`src/rtl/commit_stage_pkg.sv`:
```
`default_nettype none
// ============================================================================
// commit_stage_pkg : record layout, sizes and commit FSM encoding
// Rev 1.0
// ============================================================================
package commit_stage_pkg;

    localparam int CS_DW   = 77;
    localparam int CS_PRN  = 64;
    localparam int CS_PRB  = 6;
    localparam int ARCH_W  = 5;

    // Record layout, LSB first: is_su, is_branch, rd0_phy, rd0_arch, pc
    localparam int REC_SU_BIT   = 0;
    localparam int REC_BR_BIT   = 1;
    localparam int REC_PHY_LSB  = 2;
    localparam int REC_ARCH_LSB = REC_PHY_LSB + CS_PRB;
    localparam int REC_PC_LSB   = REC_ARCH_LSB + ARCH_W;

    typedef enum logic [1:0] {
        ST_RUN     = 2'd0,
        ST_FLUSH   = 2'd1,
        ST_RECOVER = 2'd2
    } commit_state_e;

endpackage
`default_nettype wire

```
`src/rtl/commit_flush_fsm.sv`:
```
`default_nettype none
// ============================================================================
// commit_flush_fsm : RUN/FLUSH/RECOVER sequencing and the one-shot abort
// Rev 1.0
// ============================================================================
module commit_flush_fsm
    import commit_stage_pkg::*;
(
    input  logic        clk,
    input  logic        rst_n,
    input  logic        mispredict_pop,
    input  logic [63:0] pop_pc,
    input  logic        flush_ack,
    output logic        run,
    output logic        commit_abort,
    output logic [63:0] abort_pc
);

    commit_state_e state;

    assign run = (state == ST_RUN);

    always_ff @(posedge clk or negedge rst_n) begin
        if (!rst_n) begin
            state        <= ST_RUN;
            commit_abort <= 1'b0;
            abort_pc     <= 64'd0;
        end else begin
            commit_abort <= 1'b0;
            case (state)
                ST_RUN: begin
                    if (mispredict_pop) begin
                        state        <= ST_FLUSH;
                        commit_abort <= 1'b1;
                        abort_pc     <= pop_pc;
                    end
                end
                // flush_ack only matters once the flush has been broadcast
                ST_FLUSH:   state <= ST_RECOVER;
                ST_RECOVER: if (flush_ack) state <= ST_RUN;
                default:    state <= ST_RUN;
            endcase
        end
    end

endmodule
`default_nettype wire

```
`src/rtl/commit_stage.sv`:
```
`default_nettype none
// ============================================================================
// commit_stage : in-order retirement of the reorder FIFO head
// Rev 1.0
// ============================================================================
module commit_stage
    import commit_stage_pkg::*;
#(
    parameter  int DW  = CS_DW,
    parameter  int PRN = CS_PRN,
    localparam int PRB = $clog2(PRN)
) (
    input  logic              CLK,
    input  logic              RSTn,
    input  logic              iOrder_vaild,
    output logic              commit_ready,
    input  logic [DW-1:0]     iOrder_info_pop,
    input  logic [PRN-1:0]    wbLog_qout,
    input  logic              bru_res_vaild,
    input  logic              bru_mispredict,
    input  logic              su_ready,
    output logic              su_commit,
    output logic              rod_commit_vaild,
    output logic [ARCH_W-1:0] commit_rd0_arch,
    output logic [PRB-1:0]    commit_rd0_phy,
    output logic              commit_abort,
    output logic [63:0]       abort_pc,
    input  logic              flush_ack,
    output logic [63:0]       instret
);

    logic [63:0]       head_pc;
    logic [ARCH_W-1:0] head_arch;
    logic [PRB-1:0]    head_phy;
    logic              head_br;
    logic              head_su;
    logic              fsm_run;
    logic              rd_ok;
    logic              su_ok;
    logic              br_ok;
    logic              mispredict_pop;

    assign head_pc   = iOrder_info_pop[REC_PC_LSB +: 64];
    assign head_arch = iOrder_info_pop[REC_ARCH_LSB +: ARCH_W];
    assign head_phy  = iOrder_info_pop[REC_PHY_LSB +: PRB];
    assign head_br   = iOrder_info_pop[REC_BR_BIT];
    assign head_su   = iOrder_info_pop[REC_SU_BIT];

    // x0 has no physical mapping to wait on
    assign rd_ok = (head_arch == '0) || wbLog_qout[head_phy];
    assign su_ok = !head_su || su_ready;
    assign br_ok = !head_br || bru_res_vaild;

    // RSTn term keeps the pop strobe quiet while reset is held
    assign commit_ready   = RSTn && iOrder_vaild && fsm_run && rd_ok && su_ok && br_ok;
    assign su_commit      = commit_ready && head_su;
    assign mispredict_pop = commit_ready && head_br && bru_mispredict;

    always_ff @(posedge CLK or negedge RSTn) begin
        if (!RSTn) begin
            rod_commit_vaild <= 1'b0;
            commit_rd0_arch  <= '0;
            commit_rd0_phy   <= '0;
            instret          <= 64'd0;
        end else begin
            rod_commit_vaild <= commit_ready && (head_arch != '0);
            if (commit_ready) begin
                commit_rd0_arch <= head_arch;
                commit_rd0_phy  <= head_phy;
                instret         <= instret + 64'd1;
            end
        end
    end

    commit_flush_fsm u_fsm (
        .clk            (CLK),
        .rst_n          (RSTn),
        .mispredict_pop (mispredict_pop),
        .pop_pc         (head_pc),
        .flush_ack      (flush_ack),
        .run            (fsm_run),
        .commit_abort   (commit_abort),
        .abort_pc       (abort_pc)
    );

endmodule
`default_nettype wire

```
`config.mk`:
```
export PLATFORM = sky130hd
export DESIGN_NAME = commit_stage
export DESIGN_NICKNAME = d
export VERILOG_FILES = /design/src/rtl/commit_stage_pkg.sv /design/src/rtl/commit_flush_fsm.sv /design/src/rtl/commit_stage.sv
export SDC_FILE = /design/constraint.sdc
export NUM_CORES = 1
export LEC_CHECK = 0
export CAP_MARGIN = 0
export CELL_PAD_IN_SITES_DETAIL_PLACEMENT = 0
export CELL_PAD_IN_SITES_GLOBAL_PLACEMENT = 1
export CORE_ASPECT_RATIO = 0.5
export CORE_MARGIN = 5
export CORE_UTILIZATION = 34
export CTS_BUF_LIST = sky130_fd_sc_hd__clkbuf_2
export DETAILED_ROUTE_END_ITERATION = 7
export HOLD_SLACK_MARGIN = 0.12
export PLACE_DENSITY_LB_ADDON = 0.15
export SYNTH_ARGS = -nofsm -noshare
export SYNTH_HDL_FRONTEND = slang
export SYNTH_SLANG_ARGS = --single-unit
```
`constraint.sdc`:
```
create_clock -name CLK -period 3.5 [get_ports CLK]
set_input_delay 0.7 -clock CLK [delete_from_list [all_inputs] [get_ports CLK]]
set_output_delay 0.7 -clock CLK [all_outputs]
set_load 0.02 [all_outputs]
```
==> results of run 1 <==
flip-flops by register name, indices dropped and copies added, names as in the netlist:
name	cells
u_fsm.commit_abort	1
commit_rd0_arch	5
u_fsm.abort_pc	64
u_fsm.state	2
rod_commit_vaild	1
commit_rd0_phy	6
instret	64
metal layers:
layer  vias to the layer above  track usage, %  part of all wire, %
met5                         -               0                    0
met4                         0            3.49                 0.72
met3                         9            6.53                  8.2
met2                       175            30.4                   47
met1                      2617            22.9                   44
li1                       2507               -                    -
repair_timing:
item                                    4_1_cts  5_1_grt
endpoints found under the hold margin        15        0
endpoints found under the setup margin        2        2
gates resized for setup                      12        0
setup buffers                                 1        0
pin swaps                                     3        2
cloned                                        1        0
hold buffers                                  1        0
through the flow:
stage | area, µm² | worst slack [ns] | std cells
6_report | 10500 | 0.100 | 1117
4_1_cts | 10500 | 0.0323 | 1116
3_3_place_gp | 10300 | -0.454 | 1081
5_1_grt | 10500 | 0.00138 | 1117
2_1_floorplan | 6810 | 0.153 | 518
3_5_place_dp | 10300 | -0.485 | 1081
worst max-delay path, delay by kind of cell:
family	cells	cell delay, ns
and+or+nand+nor	3	1.06
AOI/OAI and AO/OA	1	0.23
buffers and inverters	2	0.70
worst paths after layout:
check,start,end
max in group asynchronous,RSTn,instret[36]
hold / removal,RSTn,commit_rd0_arch[4]
setup reg to reg,instret[26],instret[62]
setup / recovery,iOrder_info_pop[8],commit_ready
hold reg to reg,instret[63],instret[63]
min in group CLK,instret[63],instret[63]
cells by family (layout without fill, tap and decap cells):
kind of cell,Yosys count,after routing,synth area share (%)
other cells,0,1,0
buf+inv,40,372,3.25
simple gates,157,157,13.5
mux,99,99,20.6
compound gates,15,15,1.82
flops,143,143,52.6
fa+ha+maj,1,1,0.184
xor+xnor,63,63,8.10
cells in the final DEF, fill, tap and decap left out, drive strengths merged, types with 3 or more instances in the layout:
cell and n:
inv 16, clkbuf 18, mux2 80, buf 39, clkinv 3, nor4 7
o21ai 3, or4 3, nand2 14, mux4 12, nand4 25, nor3 7
mux2i 7, clkinvlp 6, xor2 3, xnor2 60, dfrtp 143, and2 8
nand3 45, and3 26, and4 3, nor2 13, clkdlybuf4s50 285
report_power, final:
part	internal, µW	total (µW)	switching, µW
Combinational	959	1690	734
Clock	196	856	659
Sequential	1940	2100	162
final cells by class:
class | count | area (µm²)
inverter | 11 | 41.3
sequential | 143 | 3580
antenna | 1 | 2.50
timing repair buffer | 329 | 3340
tap | 266 | 333
fill | 1723 | 9010
clock buffer | 18 | 90.1
multi-input combinational | 335 | 3040
clock inverter | 14 | 109
==> results.yml, run 1 <==
floorplanning:
  io_pins: 291
  num_rows: 36
  die-area_mm2: 0.0231
  core_mm2: 0.0195
  start_util_pct: 34.8
  die_y_um: 110
  die_x_um: 210
yosys:
  synthCells: 518
  syn_area_mm2: 0.00681
  synth.top_cells.by_area: "dfrtp_1 (53%), mux2_4 (9.5%), xnor2_1 (7.7%)"
  ys_types: 42
  synth_seq_cells: 143
  synth_fp_nets: 667
  synth_warnings: 0
  synthTopCellsByCount: "dfrtp_1 (143), xnor2_1 (60), nand3_1 (45)"
  ys.flop_type: "dfrtp_1"
  async_reset_ff_share_pct: 100
  syn-mean-instance-area_um2: 13.1
  synth_top_area_share_pct: 52.6
  yosys.area.top_type: "dfrtp_1"
  synth_edf_count: 0
  yosysMostFrequentCell: "dfrtp_1"
  seq_area_frac_synth_pct: 52.6
final_layout:
  area_delta_synth_final_pct: 54.7
  nNetsFinal: 986
  layout-drive-gt1-share_pct: 16.2
  utilization_pct: 53.9
timing:
  period_minus_slack_ns: 3.40
  hold_viol: 0
  fin_crit_sh_pct: 97.1
  fin_skew_ns: 0.0640
  rsz0062_at_grt: "false"
  setup_viol: 0
  worst_pin_slew_ns: 1.07
  tns_ns: 0
  relSlewSlack_pct: 29.0
  holdWs_ns: 0.375
  fmax_mhz: 294
  slew_violations: 0
route:
  drtAntennaViolNets: 0
  viasPerCell: 4.75
  drc_errors: 0
  drt-initial-drc-count: 240
  wire_per_inst_um: 18.6
  wirelength_mm: 20.7
  vias: 5308
  dr.pass1.iters: 4
setup_path:
  worst_path_max_delay_cell: "or4_1"
  critPathLaunchType: "input port"
  r2r_setup_slack_ns: 0.83
  cp_data_arrival_time_ns: 2.70
  path_max_fanout: 3
  r2r_cells: 7
  path_cells: "clkdlybuf4s50_1 > or4_1 > o21ba_1 > and4b_1 > nor3_4 > clkdlybuf4s15_2"
  crit_type: "in -> out"
  crit_path_end_kind: "output pin"
  worst_ep_required_time_ns: 2.80
  max_stage_delay_ns: 0.60
global_routing:
  grt_pass1_vias: 5825
  grt_pass1_wl_mm: 32.7
  grt_start_max_net_pins: 83
  grtUsageTotal_pct: 18.1
  grt_overflow: 0
  antenna_found_initial: 1
job:
  drv_cap: 0
pwr:
  ir_worst_vdd_mv: 0.245
  p_leak_uw: 0.00440
  power_density_mw_per_mm2: 441
  power_uw: 4650
cts:
  cts_tree: "yes"
  cts_sinks: 143
  path_clk_slew_ns: 0.23
  cts_buffer_depth: 2
  clk_latency_ns: 0.69
  h-tree-depth: 4
  numCtsBuffers: 17
  cts_root_buf: "clkbuf_2"
run_status:
  status: "completed"
placed_design:
  portBuffers: 290
  place.gp.congestion: 0.778
  dp_hpwl_mm: 16.2
min_path:
  hp-class: "in -> async"
Power figures use the tool's default switching activity.
==> run 2, diff against run 1 <==
--- a/config.mk
+++ b/config.mk
@@ -10,10 +10,11 @@
 export CELL_PAD_IN_SITES_GLOBAL_PLACEMENT = 1
 export CORE_ASPECT_RATIO = 0.5
 export CORE_MARGIN = 5
-export CORE_UTILIZATION = 34
-export CTS_BUF_LIST = sky130_fd_sc_hd__clkbuf_2
+export CORE_UTILIZATION = 33
+export CTS_CLUSTER_SIZE = 12
 export DETAILED_ROUTE_END_ITERATION = 7
 export HOLD_SLACK_MARGIN = 0.12
+export MAX_ROUTING_LAYER = met4
 export PLACE_DENSITY_LB_ADDON = 0.15
 export SYNTH_ARGS = -nofsm -noshare
 export SYNTH_HDL_FRONTEND = slang
==> results.yml, run 2 (same netlist as run 1, synthesis figures left out) <==
run_status:
  status: "completed"
floorplanning:
  core_mm2: 0.0204
  die_x_um: 213
  num_rows: 37
  die_y_um: 112
  die-area_mm2: 0.0238
  io_pins: 291
  start_util_pct: 33.4
timing:
  slew_violations: 0
  holdWs_ns: 0.454
  setup_viol: 0
  rsz0062_at_grt: "false"
  period_minus_slack_ns: 3.38
  fin_skew_ns: 0.00623
  worst_pin_slew_ns: 1.00
  hold_viol: 0
  fmax_mhz: 296
  relSlewSlack_pct: 33.3
  fin_crit_sh_pct: 96.6
cts:
  cts_tree: "yes"
  clk_latency_ns: 0.42
  numCtsBuffers: 17
  h-tree-depth: 4
  cts-hold-fix-buffers: 0
  cts_sinks: 143
  path_clk_slew_ns: 0.06
  cts_root_buf: "clkbuf_16"
  cts_buffer_depth: 2
final_layout:
  nNetsFinal: 998
  largest_registers: "instret: 64 flops, u_fsm.abort_pc: 64 flops, commit_rd0_phy: 6 flops"
  diodes: 0
  final_cell_mix: "clkdlybuf4s50_1 (286), dfrtp_1 (143), xnor2_1 (60), nand3_1 (45), mux2_4 (43)"
  area_delta_synth_final_pct: 61.7
  layout-drive-gt1-share_pct: 17.9
  mostFrequentLayoutCell: "clkdlybuf4s50_1"
pwr:
  p_leak_uw: 0.00463
  ir_worst_vdd_mv: 0.253
  power_uw: 5610
  power_density_mw_per_mm2: 510
setup_path:
  r2r_start: "instret[26]"
  critPathLaunchType: "input port"
  worst_ep_required_time_ns: 2.80
  crit_path_end_kind: "output pin"
  path_max_fanout: 3
  crit_type: "in -> out"
  cp-startpoint: "iOrder_info_pop[4]"
  cp_data_arrival_time_ns: 2.68
global_routing:
  grt_pass1_vias: 5910
  grt_pass1_wl_mm: 32.7
  grt_start_max_net_pins: 81
  grt_overflow: 0
  antenna_found_initial: 0
  grtUsageTotal_pct: 17.9
route:
  dr.pass1.iters: 4
  vias: 5398
  wirelength_mm: 20.8
  drtAntennaViolNets: 0
  viasPerCell: 4.76
  drt-initial-drc-count: 214
  drc_errors: 0
  wire_per_inst_um: 18.3
placed_design:
  portBuffers: 290
  place.gp.congestion: 0.816
  dp_hpwl_mm: 15.8
job:
  drv_cap: 0
min_path:
  hp-class: "in -> async"
[run 2: critical path, cell delays in order]
cell	delay [ns]
clkdlybuf4s50_1	0.49
buf_4	0.13
mux4_2	0.48
o22ai_1	0.16
nor2_1	0.06
and4b_1	0.32
nor3_4	0.07
buf_4	0.14
buf_6	0.12
[run 2: metrics by stage]
stage | setup WS (ns) | instance area, µm² | instances | TNS, ns | utilization [%]
floorplan | 0.153 | 6810 | 518 | 0 | -
global placement | -0.454 | 10400 | 1099 | -6.75 | 50.7
detailed placement | -0.449 | 10400 | 1099 | -7.24 | 50.7
CTS | 0.0612 | 11000 | 1134 | 0 | 53.8
global route | 0.00339 | 11000 | 1135 | 0 | 53.9
finish | 0.118 | 11000 | 1135 | 0 | 53.9
[run 2: path summary, 6_finish.rpt]
path | endpoint | slack (ns) | cells past startpoint
worst min-delay path | instret[3] | 0.45 | 2
worst max-delay path | commit_ready | 0.12 | 9
min in group CLK | u_fsm.state[1] | 0.47 | 1
worst min register to register | u_fsm.state[1] | 0.47 | 1
max in group asynchronous | u_fsm.abort_pc[23] | 1.51 | 3
worst max register to register | instret[62] | 0.76 | 7
[run 2: per-layer routing]
layer | part of all wire [%] | wire, µm | track usage [%]
met1 | 43 | 8960 | 21.5
met2 | 48 | 9890 | 29.2
met3 | 7.5 | 1570 | 5.63
met4 | 1.7 | 343 | 5.08
met5 | 0 | 0 | -
[run 2: report_power, final]
part	switching [µW]	internal [µW]
clock network	730	1070
logic	737	968
registers	165	1940
[run 2: final cells by class]
| cell class | instances | area [µm²] |
|---|---|---|
| fill | 1767 | 9410 |
| multi-input combinational | 335 | 3060 |
| sequential | 143 | 3580 |
| tap | 273 | 342 |
| clock inverter | 13 | 138 |
| clock buffer | 19 | 443 |
| inverter | 11 | 41.3 |
| timing repair buffer | 341 | 3410 |
[run 2: what timing repair did]
action                                  CTS  global route
pin swaps                                 4             1
buffers inserted                          3             1
gates resized for setup                  17             3
endpoints found under the setup margin    2             2
